[src/rtl/eq_delay_line.sv]
// Fixed-latency {valid, data} shift register with no stall; flushed by reset.
module eq_delay_line #(
    parameter int unsigned WIDTH   = 8,
    parameter int unsigned LATENCY = 3
) (
    input  logic             clk,
    input  logic             reset,
    input  logic             d_valid,
    input  logic [WIDTH-1:0] d_data,
    output logic             q_valid,
    output logic [WIDTH-1:0] q_data
);

    typedef struct packed {
        logic             valid;
        logic [WIDTH-1:0] data;
    } beat_t;

    beat_t stage [LATENCY];

    always_ff @(posedge clk) begin
        if (reset) begin
            for (int unsigned i = 0; i < LATENCY; i++) stage[i] <= '0;
        end else begin
            stage[0] <= '{valid: d_valid, data: d_data};
            for (int unsigned i = 1; i < LATENCY; i++) stage[i] <= stage[i-1];
        end
    end

    assign q_valid = stage[LATENCY-1].valid;
    assign q_data  = stage[LATENCY-1].data;

endmodule

[config.mk]
export PLATFORM = sky130hd
export DESIGN_NAME = eq_delay_line
export DESIGN_NICKNAME = d
export VERILOG_FILES = /design/src/rtl/eq_delay_line.sv
export SDC_FILE = /design/constraint.sdc
export NUM_CORES = 1
export LEC_CHECK = 0
export CORE_AREA = 2 2 55 57
export CTS_CLUSTER_SIZE = 28
export DETAILED_ROUTE_END_ITERATION = 6
export DIE_AREA = 0 0 57 59
export GPL_TIMING_DRIVEN = 0
export SYNTH_ARGS = -nofsm -noshare
export SYNTH_HDL_FRONTEND = slang
export SYNTH_SLANG_ARGS = --single-unit
[constraint.sdc]
create_clock -name clk -period 0.81 [get_ports clk]
set_input_delay 0.243 -clock clk [delete_from_list [all_inputs] [get_ports clk]]
set_output_delay 0.243 -clock clk [all_outputs]
set_load 0.01 [all_outputs]
==> summary.md <==
| Metric | Value |
|---|---|
| Outcome | `complete, but fails checks` |
| Violated checks | `negative setup slack` |
| Crit path buf inv count | `1` |
| Post-synthesis register bit count | `27` |
| Yosys warns | `0` |
| Combinational share of power | `6.9%` |
| Top Ports | `20` |
| Syn_area_per_cell | `12.6 um2` |
| CTS clk-pin slew, worst paths | `140 ps` |
| Flop2flop setup slack | `230 ps` |
| Initial core utilization | `29.9%` |
| Clock share of power | `26.5%` |
| Sw Share | `20.3%` |
| Layout Cells excl Fill | `110` |
| CTS Hold Bufs | `0` |
| Layout cells sized above 1 | `38.0%` |
| CTS buffer count | `3` |
| Rel. slew slack | `78.8%` |
| RSZ-0062 raised after global routing | `true` |
| Max reg flops | `27` |
| Post-synthesis cell type count | `5` |
| CTS tree | `built` |
| Met2 routed WL | `438 um` |
| Nets | `91` |
| DR WL/cell | `8.52 um` |
| Pwr dens | `2050 nW/um2` |
| Routed wire length | `937 um` |
| Vias | `402` |
| Worst-Margin Slew | `318 ps` |
| Number of global-route vias before repair | `355` |
| Int Power | `1.67 mW` |
| CTS root buf | `clkbuf_4` |
| DR pass1 iterations | `2` |
| Initial antenna violation count | `0` |
| Final Cycle Share | `127%` |
| Met3 WL post-DR | `85 um` |
| Crit-path max FO | `1` |
| Min-Delay Startpoint | `stage[0][2]$_SDFF_PP0_` |
| DRC viols | `0` |
| Crit path from | `stage[0][22]$_SDFF_PP0_` |
| Clock Path Buffers | `2` |
| CP max stage delay | `350 ps` |
| Max Fclk | `969 MHz` |
| Detailed Route Iter0 Violations | `2` |
| Worst path arrival time | `790 ps` |
| Final Hold Fails | `0` |
| Max-slew violations | `0` |
| CP Capture Type | `output port` |
| M1 wire length | `367 um` |
| Pin count of the biggest net entering global routing | `16` |
| Vert. Die Dim | `59 um` |
| Seq pwr share | `66.6%` |
| Grt ovf | `0` |
| Placed Cells | `114` |
| CP Cell Sequence | `buf_6` |
| ANT cells | `0` |
| Gpl congestion | `0.611` |
| Final WS setup | `-222 ps` |
| Placement Rows | `19` |
| Core area | `2710 um2` |
| Clk sinks | `27` |
| Critical path class | `reg -> out` |
| Synthesized area | `810 um2` |
| Worst Setup Start Kind | `flip-flop` |
| FF-to-FF Start | `stage[0][15]$_SDFF_PP0_` |
| CP delay by family, top | `flip-flops` |
| Syn Nets | `75` |
| Layout Skew | `12.1 ps` |
| Tot GR Track Use | `6.62%` |
| Routed Antenna Nets | `0` |
| Final min period | `1030 ps` |
| VDD IR max | `0.843 mV` |
| P&R area growth vs syn | `26.0%` |
| IO Port Bufs | `19` |
| Hold WC Path Type | `reg -> reg` |
| Clk Latency, worst-skew pair | `320 ps` |
| Die footprint | `3360 um2` |
| Via density per instance | `3.65` |
| Fill count | `280` |
| H-tree levels | `1` |
| Leakage | `0.432 nW` |
| Slowest stage cell, crit path | `dfxtp_2` |
| Biggest register | `stage` |
| CP required | `570 ps` |
| Sequential-to-total area share from yosys stat | `66.8%` |
| Top routing layer in use | `met4` |
| # Max-Cap Violations | `0` |
| Die width | `57 um` |
| Top Registers | `stage (27)` |
| Total power | `2.10 mW` |
| First-pass GRT wire length | `1490 um` |
| Post-Synthesis Cells | `64` |
| Psw | `426 uW` |
| Setup violators final | `9` |
## final timing paths
check | end | cells after the start
worst max register to register | stage[0][24]$_SDFF_PP0_ | 1
worst min-delay path | stage[0][11]$_SDFF_PP0_ | 1
worst min register to register | stage[0][11]$_SDFF_PP0_ | 1
worst max-delay path | q_data[4] | 1
## layer usage
metal,vias to the layer above,track usage [%]
li1,212,-
met1,167,6.71
met2,18,10.0
met3,5,1.97
met4,0,7.97
met5,-,0
## cell usage after synthesis
cell	n	share of area (%)
and2b_2	7	7.6
buf_4	8	7.4
buf_6	2	2.8
dfxtp_1	27	67
nor2b_1	20	15
## stage by stage
stage / TNS (ps) / hold slack [ps] / instance area (um2) / setup slack, ps / util, %
finish: -1830 / 444 / 1020 / -222 / 37.6
global route: -2250 / 435 / 1020 / -271 / 37.6
CTS: -2000 / 434 / 1020 / -235 / 37.6
detailed placement: -15410 / 422 / 1040 / -493 / 38.3
global placement: -14520 / 420 / 1040 / -447 / 38.3
floorplan: 0 / 371 / 810 / 166 / -
## layout make-up
type                       instances  area [um2]  share of cell area (%)
sequential                        27         551                    54.0
timing repair buffer              19         194                    19.0
multi-input combinational         27         186                    18.3
tap                               31        38.8                    3.80
clock buffer                       3        22.5                    2.21
buffer                             2        22.5                    2.21
clock inverter                     1        5.00                   0.491
## power groups by stage
stage                     registers (mW)  logic (mW)  clock network [mW]
after global routing                1.40       0.158               0.654
final                               1.39       0.145               0.556
after detailed placement            1.42       0.163                   0
after CTS                           1.40       0.148               0.586
after global placement              1.42       0.159                   0
after floorplan                     1.42      0.0806                   0
## what timing repair did
action,in CTS,in global routing
setup endpoints to repair,36,9
setup buffers,0,0
gates resized for setup,53,0
gates cloned,0,0
## cells by family after synthesis
family	Yosys count	synth area share, %
buffers and inverters	10	10.2
flip-flops	27	66.8
AND/OR/NAND/NOR	27	23.0
## layout by cell type, fill, tap and decap left out
cell             instances
nor2b_1                 20
dfxtp_1                 19
buf_6                   10
clkdlybuf4s50_1          9
dfxtp_2                  8
and2b_2                  7
clkbuf_4                 3
clkinv_2                 1
dlygate4sd2_1            1
buf_2                    1
(Power assumes the default switching activity.)
